$ cat src/rtl/sseg_pkg.sv
`default_nettype none
// ============================================================================
// Module   : sseg_pkg
// Purpose  : Shared constants, scan state encoding and a digit-enable helper
//            for the seven-segment scan controller.
// Contents : NUM_DIGITS  - digits on the display
//            SSEG_BLANK  - all segments off (active-low)
//            AN_OFF      - all digit enables off (active-low)
//            scan_state_t- BLANK / SHOW phase of a digit slot
//            an_select() - active-low one-cold enable for a digit index
// Revision : 1.0 - initial release
// ============================================================================
package sseg_pkg;

  localparam int         NUM_DIGITS = 3;
  localparam logic [7:0] SSEG_BLANK = 8'hFF;
  localparam logic [2:0] AN_OFF     = 3'b111;

  localparam logic [0:0] ST_BLANK_ENC = 1'b0;
  localparam logic [0:0] ST_SHOW_ENC  = 1'b1;

  typedef enum logic [0:0] {
    ST_BLANK = ST_BLANK_ENC,
    ST_SHOW  = ST_SHOW_ENC
  } scan_state_t;

  // Enable pattern that lights only digit `dig`; indices outside the display
  // fall out of the 3-bit vector and leave every digit dark.
  function automatic logic [2:0] an_select(input logic [1:0] dig);
    an_select = AN_OFF & ~(3'b001 << dig);
  endfunction

endpackage
`default_nettype wire

$ cat src/rtl/sseg_dwell_timer.sv
`default_nettype none
// ============================================================================
// Module   : sseg_dwell_timer
// Purpose  : Loadable down-counter timing one BLANK or SHOW phase. It also
//            reports how many cycles have elapsed since the last load, which
//            the scan controller compares against the PWM threshold.
// Ports    : clk      - system clock
//            reset    - asynchronous active-low reset
//            load     - reload the counter with load_val this cycle
//            load_val - phase length minus one
//            done     - counter has reached zero (last cycle of the phase)
//            elapsed  - cycles since the last load (0 on the first cycle)
// Revision : 1.0 - initial release
// ============================================================================
module sseg_dwell_timer #(
  parameter int           W         = 14,
  parameter logic [W-1:0] RESET_VAL = '0
) (
  input  logic         clk,
  input  logic         reset,
  input  logic         load,
  input  logic [W-1:0] load_val,
  output logic         done,
  output logic [W-1:0] elapsed
);

  localparam logic [W-1:0] ONE = W'(1);

  logic [W-1:0] cnt;
  // Value the counter started from; elapsed = start - remaining.
  logic [W-1:0] top;

  always_ff @(posedge clk or negedge reset) begin
    if (!reset) begin
      cnt <= RESET_VAL;
      top <= RESET_VAL;
    end else if (load) begin
      cnt <= load_val;
      top <= load_val;
    end else if (cnt != '0) begin
      cnt <= cnt - ONE;
    end
  end

  assign done    = (cnt == '0);
  assign elapsed = top - cnt;

endmodule
`default_nettype wire

$ cat src/rtl/sseg_scan_ctrl.sv
`default_nettype none
// ============================================================================
// Module   : sseg_scan_ctrl
// Purpose  : Scan scheduler for a 3-digit common-anode seven-segment display.
//            Each digit slot is a BLANK gap (all off) followed by a SHOW
//            dwell with PWM brightness. New content is accepted through a
//            valid/ready handshake only on the last cycle of a frame, so a
//            frame is never torn.
// Ports    : clk          - system clock
//            reset        - asynchronous active-low reset
//            upd_valid    - producer offers new content
//            upd_ready    - high on the frame-end cycle; accept when valid
//            upd_d2/d1/d0 - active-low segment patterns, bit 7 = dp
//            upd_bright   - brightness, 0 = 1/16 duty, 15 = full
//            upd_blink    - per-digit blink mask (SSEG_SCAN_BLINK_EN only)
//            an           - active-low digit enables, bit i = digit i
//            sseg         - active-low segments
//            frame_done   - one-cycle pulse on the last cycle of each frame
// Options  : SSEG_SCAN_BLINK_EN - adds upd_blink and a frame-counted blink
//            phase; without it the design behaves as if the mask were 0.
// Revision : 1.0 - initial release
// ============================================================================
module sseg_scan_ctrl
  import sseg_pkg::*;
#(
  parameter int DWELL_CYCLES = 16384,
  parameter int BLANK_CYCLES = 256,
  parameter int BLINK_FRAMES = 64
) (
  input  logic       clk,
  input  logic       reset,
  input  logic       upd_valid,
  output logic       upd_ready,
  input  logic [7:0] upd_d2,
  input  logic [7:0] upd_d1,
  input  logic [7:0] upd_d0,
  input  logic [3:0] upd_bright,
`ifdef SSEG_SCAN_BLINK_EN
  input  logic [2:0] upd_blink,
`endif
  output logic [2:0] an,
  output logic [7:0] sseg,
  output logic       frame_done
);

  localparam int MAX_CYCLES = (DWELL_CYCLES > BLANK_CYCLES) ? DWELL_CYCLES : BLANK_CYCLES;
  localparam int CW         = $clog2(MAX_CYCLES);

  localparam logic [CW-1:0] DWELL_LOAD  = CW'(DWELL_CYCLES - 1);
  localparam logic [CW-1:0] BLANK_LOAD  = CW'(BLANK_CYCLES - 1);
  localparam logic [CW-1:0] SHOW_PENULT = CW'(DWELL_CYCLES - 2);
  localparam logic [CW:0]   PWM_STEP    = (CW + 1)'(DWELL_CYCLES / 16);
  localparam logic [1:0]    LAST_DIG    = 2'(NUM_DIGITS - 1);

  if ((DWELL_CYCLES < 16) || ((DWELL_CYCLES % 16) != 0) ||
      (BLANK_CYCLES < 1) || (BLINK_FRAMES < 1)) begin : g_bad_params
    $error("sseg_scan_ctrl: invalid timing parameters");
  end

  // --------------------------------------------------------------------------
  // State, timer and shadows
  // --------------------------------------------------------------------------
  scan_state_t   state, state_nx;
  logic [1:0]    dig, dig_nx;
  logic          done;
  logic [CW-1:0] elapsed;
  logic [CW-1:0] load_val;

  logic [7:0]    sh_d0, sh_d1, sh_d2;
  logic [3:0]    sh_bright;
  logic [2:0]    sh_blink;
  logic          blink_off;
  logic          accept;

  // The timer reloads on the last cycle of every phase; the new length is
  // that of the phase being entered.
  assign load_val = (state == ST_BLANK) ? DWELL_LOAD : BLANK_LOAD;

  sseg_dwell_timer #(
    .W         (CW),
    .RESET_VAL (BLANK_LOAD)
  ) u_timer (
    .clk      (clk),
    .reset    (reset),
    .load     (done),
    .load_val (load_val),
    .done     (done),
    .elapsed  (elapsed)
  );

  // Frame end is the final cycle of SHOW on the last digit.
  assign upd_ready = (state == ST_SHOW) && (dig == LAST_DIG) && done;
  assign accept    = upd_ready && upd_valid;

  always_ff @(posedge clk or negedge reset) begin
    if (!reset) begin
      sh_d0     <= SSEG_BLANK;
      sh_d1     <= SSEG_BLANK;
      sh_d2     <= SSEG_BLANK;
      sh_bright <= 4'hF;
    end else if (accept) begin
      sh_d0     <= upd_d0;
      sh_d1     <= upd_d1;
      sh_d2     <= upd_d2;
      sh_bright <= upd_bright;
    end
  end

`ifdef SSEG_SCAN_BLINK_EN
  localparam int             FW         = (BLINK_FRAMES > 1) ? $clog2(BLINK_FRAMES) : 1;
  localparam logic [FW-1:0]  FRAME_LAST = FW'(BLINK_FRAMES - 1);

  logic [FW-1:0] frame_cnt;

  always_ff @(posedge clk or negedge reset) begin
    if (!reset) begin
      sh_blink <= 3'b000;
    end else if (accept) begin
      sh_blink <= upd_blink;
    end
  end

  // Blink phase flips after every BLINK_FRAMES completed frames; it changes
  // on the frame boundary, so a frame never mixes phases.
  always_ff @(posedge clk or negedge reset) begin
    if (!reset) begin
      frame_cnt <= '0;
      blink_off <= 1'b0;
    end else if (upd_ready) begin
      if (frame_cnt == FRAME_LAST) begin
        frame_cnt <= '0;
        blink_off <= ~blink_off;
      end else begin
        frame_cnt <= frame_cnt + FW'(1);
      end
    end
  end
`else
  assign sh_blink  = 3'b000;
  assign blink_off = 1'b0;
`endif

  // --------------------------------------------------------------------------
  // FSM
  // --------------------------------------------------------------------------
  always_ff @(posedge clk or negedge reset) begin
    if (!reset) begin
      state <= ST_BLANK;
      dig   <= 2'd0;
    end else begin
      state <= state_nx;
      dig   <= dig_nx;
    end
  end

  // Outputs are registered but computed from the next state, so the pins
  // line up with the state they describe rather than lagging a cycle.
  logic [CW:0] pwm_thr;
  logic [CW:0] e_nx;
  logic [7:0]  pat_nx;
  logic        blink_bit_nx;
  logic [2:0]  an_nx;
  logic [7:0]  sseg_nx;
  logic        frame_done_nx;

  assign pwm_thr = ((CW + 1)'(sh_bright) + (CW + 1)'(1)) * PWM_STEP;

  always_comb begin
    state_nx      = state;
    dig_nx        = dig;
    e_nx          = '0;
    pat_nx        = SSEG_BLANK;
    blink_bit_nx  = 1'b0;
    an_nx         = AN_OFF;
    sseg_nx       = SSEG_BLANK;
    frame_done_nx = 1'b0;

    case (state)
      ST_BLANK: begin
        if (done) begin
          state_nx = ST_SHOW;
        end
      end
      ST_SHOW: begin
        if (done) begin
          state_nx = ST_BLANK;
          dig_nx   = (dig == LAST_DIG) ? 2'd0 : dig + 2'd1;
        end
        // One cycle before the frame-end cycle, so the registered pulse
        // coincides with upd_ready.
        frame_done_nx = (dig == LAST_DIG) && (elapsed == SHOW_PENULT);
      end
      default: begin
        state_nx = ST_BLANK;
        dig_nx   = 2'd0;
      end
    endcase

    case (dig_nx)
      2'd0:    begin pat_nx = sh_d0; blink_bit_nx = sh_blink[0]; end
      2'd1:    begin pat_nx = sh_d1; blink_bit_nx = sh_blink[1]; end
      default: begin pat_nx = sh_d2; blink_bit_nx = sh_blink[2]; end
    endcase

    if (state_nx == ST_SHOW) begin
      sseg_nx = pat_nx;
      // Entering SHOW starts the dwell at elapsed 0.
      e_nx = (state == ST_BLANK) ? '0 : ({1'b0, elapsed} + (CW + 1)'(1));
      if ((e_nx < pwm_thr) && !(blink_off && blink_bit_nx)) begin
        an_nx = an_select(dig_nx);
      end
    end
  end

  always_ff @(posedge clk or negedge reset) begin
    if (!reset) begin
      an         <= AN_OFF;
      sseg       <= SSEG_BLANK;
      frame_done <= 1'b0;
    end else begin
      an         <= an_nx;
      sseg       <= sseg_nx;
      frame_done <= frame_done_nx;
    end
  end

endmodule
`default_nettype wire

$ cat config.mk
export PLATFORM = sky130hd
export DESIGN_NAME = sseg_scan_ctrl
export DESIGN_NICKNAME = d
export VERILOG_FILES = /design/src/rtl/sseg_pkg.sv /design/src/rtl/sseg_dwell_timer.sv /design/src/rtl/sseg_scan_ctrl.sv
export SDC_FILE = /design/constraint.sdc
export NUM_CORES = 1
export LEC_CHECK = 0
export CAP_MARGIN = 20
export CORE_MARGIN = 4
export CORE_UTILIZATION = 45
export CTS_CLUSTER_SIZE = 30
export DETAILED_ROUTE_END_ITERATION = 10
export PLACE_DENSITY = 0.65
export SLEW_MARGIN = 20
export SYNTH_ARGS = -nofsm -noshare
export SYNTH_HDL_FRONTEND = slang
export SYNTH_SLANG_ARGS = --single-unit
$ cat constraint.sdc
create_clock -name clk -period 7 [get_ports clk]
set_input_delay 1.4 -clock clk [delete_from_list [all_inputs] [get_ports clk]]
set_output_delay 1.4 -clock clk [all_outputs]
set_load 0.02 [all_outputs]
==> flow_summary.yaml, run 1 <==
sta:
  setup_tns_ns: 0
  period_needed_ns: 3.955
  finalHoldViolations: 0
  slew_violations: 0
  fin_ws_ns: 3.045
  tightest_slew_ns: 0.8404
  rsz0062_at_grt: "false"
  max_slew_margin_pct: 43.86
  setup_viol: 0
  fin_crit_sh_pct: 56.50
  hold_ws_ns: 0.4747
  fmax_mhz: 252.8
  worst_clock_skew_ns: 0.009869
global_route:
  track_usage_pct: 15.44
  grt_antenna_before_repair: 0
  grt_max_degree: 59
  grt.overflow.total: 0
  grt_pass1_vias: 1960
  grt_pass1_wl_mm: 9.177
layout:
  layout-area-overhead-vs-synth_pct: 22.30
  final_net_count: 330
  mostFrequentLayoutCells: "dfstp_2 (47), clkdlybuf4s50_1 (42), mux2_2 (29)"
  n_antenna_cell: 0
  layout_commonest_cell: "dfstp_2"
  stdcell_count: 367
  layout-drive-gt1-share_pct: 34.83
placed_design:
  portBuffers: 43
  place_congestion: 0.7290
  place_ws_ns: 3.058
  place_inst: 352
  dp_hpwl_mm: 3.964
floorplan:
  initial_core_util_pct: 46.39
  fp.dieArea_mm2: 0.007946
  die_h_um: 89.14
  dieWidth_um: 89.14
  rows: 29
  ios: 44
  core_area_mm2: 0.006386
setup_path:
  worstPathArrival_ns: 4.20
  worstSetupPathType: "flip-flop to flip-flop"
  required_ns: 7.25
  reg2reg_from: "u_timer.top[12]"
  cp-end-kind: "flip-flop"
  worstReg2RegEnd: "an[2]"
  reg2reg_slack_ns: 3.04
  critPathMaxFanout: 8
  start_kind: "flip-flop"
  r2r_cells: 14
pwr:
  p_clk_share_pct: 43.3
  vdd_drop_max_mv: 0.1196
  p_sw_w: 0.0001377
  cellInternalPower_w: 0.0004971
  leakage_nw: 1.492
  totalPowerFinal_w: 0.0006348
  pwr-share-seq_pct: 53.0
  switching_share_pct: 21.70
  combinationalPowerShare_pct: 3.6
  powerDensity_mw_per_mm2: 175.2
clock_tree:
  numCtsBuffers: 9
  cts_setup_buffers: 0
  cts.root.buffer_cell: "clkbuf_8"
  cts.sinks: 58
  clk_pin_slew_ns: 0.06
  htree_levels: 3
  cts_hold_buf: 0
  cts_resized: 0
  clk_latency_ns: 0.33
  cts_tree: "done"
  clockBufferDepth: 2
synth:
  yosysSeqAreaShare_pct: 50.97
  synth-seq-cells: 58
  synthCells: 239
  synth_nets: 283
  synth_area_mm2: 0.002963
  synth_edf_count: 0
  synth_top_flop_cell: "dfstp_2"
  yosys.cell_types.count: 48
  synthArstFlopShare_pct: 100.0
  yosysWarnings: 0
  syn_avg_cell_area_um2: 12.40
run_status:
  status: "finished clean"
detailed_routing:
  drt_iter0_drc: 79
  via_count: 1964
  drt_wl_total_mm: 5.585
  drcViolationCount: 0
  drtPass1Iterations: 4
  drtAntennaViolNets: 0
  via_per_inst: 5.351
  detail_route.wl_per_cell_um: 15.22
hold_path:
  worstHoldEndpoint: "u_timer.cnt[0]"
  hold_depth: 1
  min-delay-start: "u_timer.cnt[0]"
  hold_path.class: "flip-flop to flip-flop"
run:
  maxCapViolations: 0
kinds of logic (layout without fill, tap and decap cells):
group	count (synthesis)	count (layout)	share of synthesized area, %
xor gates and xnor gates	16	16	5.363
adders and majority gates	13	13	5.743
muxes	37	37	13.72
and+or+nand+nor	59	59	12.16
buffers and inverters	21	72	3.210
AOI/OAI and AO/OA	35	35	8.827
DFF	58	58	50.97
power by group through the flow:
stage | clock, W | combinational, W | sequential, W
after floorplan | 0 | 0.000000139 | 0.000342
after CTS | 0.000287 | 0.0000237 | 0.000337
after global placement | 0 | 0.0000238 | 0.000342
after detailed placement | 0 | 0.0000237 | 0.000342
final | 0.000275 | 0.0000230 | 0.000337
after global routing | 0.000302 | 0.0000252 | 0.000336
per-layer routing:
layer  part of all wire [%]  vias to the layer above  wire (um)  GRT usage, %
li1                       -                      961          -             -
met1                     47                      970       2599         20.97
met2                     49                       28       2721         23.04
met3                    3.4                        5        192         3.502
met4                    1.3                        0         70         7.984
met5                      0                        -          0             0
how the worst max path moves through the flow:
| stage | from | to | slack (ns) | cells after the start |
|---|---|---|---|---|
| after global routing | u_timer.top[12] | an[2] | 2.78 | 14 |
| after global placement | u_timer.top[12] | an[2] | 3.17 | 12 |
| after CTS | u_timer.top[12] | an[2] | 3.05 | 12 |
| final | u_timer.top[12] | an[2] | 3.04 | 14 |
| after detailed placement | u_timer.top[12] | an[2] | 3.06 | 12 |
| after floorplan | u_timer.top[12] | an[2] | 3.28 | 12 |
critical path, cell delays in order (launching register included):
cell	delay, ns
dfrtp_1	0.49
inv_1	0.10
ha_1	0.16
inv_1	0.05
fa_1	0.40
xnor2_1	0.17
nor3b_1	0.41
nand4_1	0.18
xor2_1	0.17
and2_1	0.15
ha_1	0.30
and3_1	0.20
a221o_1	0.29
a221oi_1	0.41
or3b_1	0.39
through the flow:
stage / cell area (um2) / util, %
finish: 3623 / 56.74
global route: 3623 / 56.74
CTS: 3623 / 56.74
detailed placement: 3446 / 53.96
global placement: 3446 / 53.96
floorplan: 2963 / -
Yosys cell counts (2+ instances only):
library cell,count,share of area [%]
dfstp_2,47,42
mux2_2,29,11
inv_1,13,1.6
ha_1,12,5.1
nand3_1,12,2.0
dfrtp_1,11,9.3
nand2_1,10,1.3
a2bb2oi_1,8,2.4
mux2i_1,8,2.7
xnor2_1,8,2.4
nor2_1,7,0.89
xor2_1,7,2.1
o21ai_0,6,1.0
a21o_1,4,1.0
a21oi_1,4,0.68
and3_1,4,0.84
buf_2,4,0.68
nor3_1,4,0.68
o31ai_1,3,0.76
and2_1,2,0.42
clkbuf_1,2,0.25
nand3b_1,2,0.51
nand4_1,2,0.42
nor2b_1,2,0.42
nor3b_1,2,0.51
nor4_1,2,0.42
nor4_4,2,1.4
o311a_1,2,0.68
layout make-up:
type / instances / area [um2]
multi-input combinational: 160 / 1358
clock buffer: 10 / 148.9
timing repair buffer: 44 / 432.9
tap: 77 / 96.34
fill: 549 / 2763
inverter: 13 / 48.80
clock inverter: 5 / 28.78
sequential: 58 / 1510
registers in the layout, indices dropped and copies added (netlist names):
signal and flops:
sh_d2 8, sh_d1 8, sh_d0 8, an 3
u_timer.cnt 14, sh_bright 4, sseg 8, dig 2
u_timer.top 1, frame_done 1, state 1
(Power assumes the default switching activity.)
==> run 2: changes to the inputs <==
PLACE_DENSITY = 0.68   (was 0.65)
clock period = 3.2 ns   (was 7 ns; I/O delays follow)
==> run 2 against run 1 <==
The flow now finishes with violations (setup timing). Global-route usage rose by 1.5 points. First-iteration DRC count rose by 24%. Routed wire length rose by 6.8%. Utilization rose by 5.4 points. Total power rose by 140%. Die area did not move. Register-to-register slack got worse by 3.3 ns. Combinational power rose by 120%. Cell area rose by 9.6%. Maximum frequency rose by 13%. Sequential share of layout area fell by 3.6 points.
==> flow_summary.yaml, run 2 (synthesized netlist as in run 1, its figures left out) <==
run_status:
  status: "finished with violations"
  violations: "setup timing"
sta:
  rsz0062_at_grt: "true"
  fmax_mhz: 286.2
  worst_clock_skew_ns: 0.005547
  slew_violations: 0
  setup_viol: 3
  fin_crit_sh_pct: 109.2
  finalHoldViolations: 0
  tightest_slew_ns: 0.8143
  fin_ws_ns: -0.2946
  period_needed_ns: 3.495
  max_slew_margin_pct: 45.71
setup_path:
  crit_family: "simple AND/OR/NAND/NOR gates"
  required_ns: 3.45
  path_buf_inv: 0
  worstSetupPathType: "flip-flop to flip-flop"
  start_kind: "flip-flop"
  slowest_stage: "dfrtp_2"
  critPathMaxFanout: 5
  cpMostUsedCell: "o311a_1"
  worstPathArrival_ns: 3.74
  crit_chain: "ha_4, nor2b_4, o311a_1, or4_1, o311a_1, xor2_1, and2_1, ha_1, and3_4, a221o_1, a221oi_2, or3b_1"
  cp-end-kind: "flip-flop"
  cpPeakStageDelay_ns: 0.47
clock_tree:
  cts.root.buffer_cell: "clkbuf_8"
  clk_pin_slew_ns: 0.06
  cts.sinks: 58
  clockBufferDepth: 2
  clk_latency_ns: 0.33
  numCtsBuffers: 9
  htree_levels: 3
  cts_tree: "done"
pwr:
  combinationalPowerShare_pct: 3.3
  pwr-share-seq_pct: 48.5
  leakage_nw: 1.670
  switching_share_pct: 19.78
  powerDensity_mw_per_mm2: 382.4
  cellInternalPower_w: 0.001218
  p_clk_share_pct: 48.2
  p_sw_w: 0.0003004
  vdd_drop_max_mv: 0.2634
detailed_routing:
  drt_iter0_drc: 98
  via_count: 2072
  detail_route.wl_per_cell_um: 15.02
  drtAntennaViolNets: 0
  drcViolationCount: 0
  via_per_inst: 5.219
  drt_wl_total_mm: 5.964
  drtPass1Iterations: 4
global_route:
  track_usage_pct: 16.93
  grt_pass1_wl_mm: 10.14
  grt.overflow.total: 0
  grt_antenna_before_repair: 0
  grt_pass1_vias: 2155
  grt_max_degree: 37
layout:
  stdcell_count: 397
  largest-register: "u_timer.cnt"
  layout_commonest_cell: "dfstp_2"
  fin_area_mm2: 0.003971
  final_net_count: 359
  fin_util_pct: 62.19
  layout-drive-gt1-share_pct: 45.00
  n_antenna_cell: 0
  layout-area-overhead-vs-synth_pct: 34.04
  largest_reg_flops: 14
  mostFrequentLayoutCells: "dfstp_2 (47), clkdlybuf4s50_1 (42), buf_4 (30)"
placed_design:
  place_congestion: 0.7621
  place_ws_ns: -0.2786
  dpl-instance-area_mm2: 0.003730
  portBuffers: 43
  place_inst: 380
  dp_hpwl_mm: 4.290
floorplan:
  ios: 44
  dieWidth_um: 89.14
  die_h_um: 89.14
  rows: 29
  core_area_mm2: 0.006386
  initial_core_util_pct: 46.39
  fp.dieArea_mm2: 0.007946
hold_path:
  hold_path.class: "input pin to asynchronous set/reset pin"
run:
  maxCapViolations: 0
## run 2: cell count changes in the layout (fill, tap and decap cells not counted), moves of 2 or more
cell,change
clkbuf_8,+2
clkinv_2,-3
buf_4,+29
inv_2,+2
inv_1,-2
ha_4,+3
ha_1,-3
## run 2: final timing paths
path | startpoint | endpoint | slack, ns | cells past startpoint
max | u_timer.top[12] | an[2] | -0.29 | 12
min | reset | u_timer.cnt[8] | 0.41 | 1
max reg2reg | u_timer.top[12] | an[2] | -0.29 | 12
min reg2reg | u_timer.cnt[0] | u_timer.cnt[0] | 0.48 | 1
max in group asynchronous | reset | sh_d2[4] | 1.95 | 2
min in group clk | u_timer.cnt[0] | u_timer.cnt[0] | 0.48 | 1
## run 2: through the flow
step / power (W) / setup TNS [ns] / hold WS [ns]
finish: 0.001519 / -0.6005 / 0.4082
global route: 0.001588 / -1.089 / 0.4658
CTS: 0.001541 / -0.5669 / 0.4355
detailed placement: 0.0007994 / -0.5497 / 0.4620
global placement: 0.0007990 / -0.4781 / 0.4583
floorplan: 0.0007479 / -0.3031 / 0.3444
## run 2: timing repair
item,in CTS,in global routing
resized for setup,1,1
setup endpoints to repair,3,3
buffers inserted,1,1
hold buffers,0,0
## run 2: final cells by class
class                           instances  area [um2]
Clock buffer                           13       180.2
Clock inverter                          3       43.79
Fill cell                             509        2415
Inverter                               13       48.80
Multi-Input combinational cell        160        1440
Sequential cell                        58        1511
Tap cell                               77       96.34
Timing Repair Buffer                   73       650.6
## run 2: power groups by stage
stage	Combinational, W	Clock [W]	Sequential, W
2_1_floorplan	0.000000303	0	0.000748
3_3_place_gp	0.0000515	0	0.000748
3_5_place_dp	0.0000519	0	0.000747
4_1_cts	0.0000520	0.000753	0.000736
5_1_grt	0.0000549	0.000797	0.000736
6_report	0.0000500	0.000732	0.000736
## run 2: metal layers
layer  up-vias  part of all wire (%)  track usage, %
met5         -                     0               0
met4         0                   1.6           7.713
met3         8                   4.2           3.594
met2        37                    48           26.66
met1      1011                    46           22.42
li1       1016                     -               -
==> run 3: changes to the inputs <==
CORE_MARGIN = 5   (was 4)
==> run 3 against run 2 <==
The run still ends with setup timing left. Register-to-register slack lost 0.03 ns. Clock skew shrank 0.00073 ns. Flip-flop and latch count is the same. Die area grew 4.5%. Utilization grew 0.41 points. Maximum frequency shrank 0.94%. Routed wire length grew 3.1%. Critical path depth is the same. Sequential share of layout area shrank 0.25 points. Clock-buffer cell count is the same. Critical endpoint unchanged. Largest cell class unchanged.
==> flow_summary.yaml, run 3 (synthesized netlist as in run 1, its figures left out) <==
run_status:
  status: "finished with violations"
  violations: "setup timing"
placed_design:
  place_congestion: 0.8284
  dp_hpwl_mm: 4.445
  place_ws_ns: -0.3425
  place_inst: 379
  portBuffers: 43
setup_path:
  critPathMaxFanout: 5
  cpPeakStageDelay_ns: 0.48
  start_kind: "flip-flop"
  crit_family: "simple AND/OR/NAND/NOR gates"
  reg2reg_slack_ns: -0.33
  worstPathArrival_ns: 3.78
  cpMostUsedCell: "o311a_1"
  worstSetupPathType: "flip-flop to flip-flop"
  crit_chain: "ha_4, nor2b_4, o311a_1, or4_1, o311a_1, xor2_1, and2_1, ha_1, and3_1, a221o_1, a221oi_2, or3b_1"
  cp-end-kind: "flip-flop"
  required_ns: 3.46
  path_buf_inv: 0
  slowest_stage: "or4_1"
sta:
  slew_violations: 0
  max_slew_margin_pct: 45.94
  worst_clock_skew_ns: 0.004816
  setup_viol: 3
  finalHoldViolations: 0
  fin_crit_sh_pct: 110.2
  rsz0062_at_grt: "true"
  setup_tns_ns: -0.7157
  period_needed_ns: 3.528
  fin_ws_ns: -0.3279
  tightest_slew_ns: 0.8109
  fmax_mhz: 283.5
global_route:
  track_usage_pct: 15.87
  grt_pass1_vias: 2285
  grt_pass1_wl_mm: 10.56
  grt_max_degree: 38
  grt_antenna_before_repair: 0
  grt.overflow.total: 0
layout:
  mostFrequentLayoutCells: "dfstp_2 (47), clkdlybuf4s50_1 (42), buf_4 (31)"
  fin_util_pct: 62.60
  n_antenna_cell: 0
  largest-register: "u_timer.cnt"
  layout-area-overhead-vs-synth_pct: 34.92
  layout-drive-gt1-share_pct: 44.86
  stdcell_count: 398
  layout_commonest_cell: "dfstp_2"
  largest_reg_flops: 14
  final_net_count: 360
detailed_routing:
  highest_layer: "met4"
  drt-met1-wl_mm: 2.665
  drtPass1Iterations: 4
  wl_met3_um: 309
  via_per_inst: 5.219
  drt_wl_total_mm: 6.150
  drtAntennaViolNets: 0
  dr_wl_met2_mm: 3.088
  drcViolationCount: 0
  drt_iter0_drc: 114
  detail_route.wl_per_cell_um: 15.45
  via_count: 2077
pwr:
  pwr-share-seq_pct: 45.8
  combinationalPowerShare_pct: 3.1
  leakage_nw: 1.676
  p_clk_share_pct: 51.0
  totalPowerFinal_w: 0.001607
  switching_share_pct: 19.29
  cellInternalPower_w: 0.001297
  p_sw_w: 0.0003099
  powerDensity_mw_per_mm2: 402.0
  vdd_drop_max_mv: 0.2791
clock_tree:
  cts.sinks: 58
  cts_tree: "done"
  numCtsBuffers: 9
  htree_levels: 3
  clk_pin_slew_ns: 0.07
  clockBufferDepth: 2
  clk_latency_ns: 0.33
  cts.root.buffer_cell: "clkbuf_8"
floorplan:
  fp.dieArea_mm2: 0.008307
  initial_core_util_pct: 46.39
  die_h_um: 91.14
  ios: 44
  core_area_mm2: 0.006386
  rows: 29
  dieWidth_um: 91.14
run:
  maxCapViolations: 0
hold_path:
  hold_path.class: "input pin to asynchronous set/reset pin"
==> run 3: stage by stage <==
| stage | hold slack, ns | instance area, um2 |
|---|---|---|
| after CTS | 0.4044 | 3990 |
| after floorplan | 0.3444 | 3037 |
| after detailed placement | 0.4606 | 3722 |
| after global placement | 0.4585 | 3722 |
| after global routing | 0.4644 | 3998 |
| final | 0.4030 | 3998 |
==> run 3: per-layer routing <==
layer | up-vias | global-route usage [%]
li1 | 1010 | -
met1 | 1019 | 18.91
met2 | 39 | 26.56
met3 | 9 | 5.372
met4 | 0 | 5.868
met5 | - | 0
==> run 3: power groups by stage <==
stage	Clock, W	Combinational (W)	Sequential [W]
2_1_floorplan	0	0.000000303	0.000748
3_3_place_gp	0	0.0000515	0.000747
3_5_place_dp	0	0.0000521	0.000748
4_1_cts	0.000837	0.0000521	0.000736
5_1_grt	0.000864	0.0000561	0.000736
6_report	0.000820	0.0000506	0.000736
==> run 3: layout make-up <==
| type | count | area (um2) |
|---|---|---|
| Clock buffer | 13 | 180.2 |
| Sequential cell | 58 | 1511 |
| Inverter | 13 | 48.80 |
| Fill cell | 523 | 2389 |
| Multi-Input combinational cell | 160 | 1435 |
| Clock inverter | 3 | 67.56 |
| Tap cell | 77 | 96.34 |
| Timing Repair Buffer | 74 | 658.1 |
==> run 3: final timing paths <==
check | from | to | cells after the start
worst max-delay path | u_timer.top[12] | an[2] | 12
worst min-delay path | reset | u_timer.cnt[8] | 1
worst max register to register | u_timer.top[12] | an[2] | 12
worst min register to register | u_timer.cnt[0] | u_timer.cnt[0] | 1
max in group asynchronous | reset | an[1] | 2
min in group clk | u_timer.cnt[0] | u_timer.cnt[0] | 1
==> run 3: timing repair <==
item | in CTS | in global routing
gates cloned | 0 | 0
pin swaps | 0 | 2
hold buffers | 0 | 0
gates resized for setup | 1 | 0
endpoints found under the setup margin | 3 | 3
buffers inserted | 3 | 1
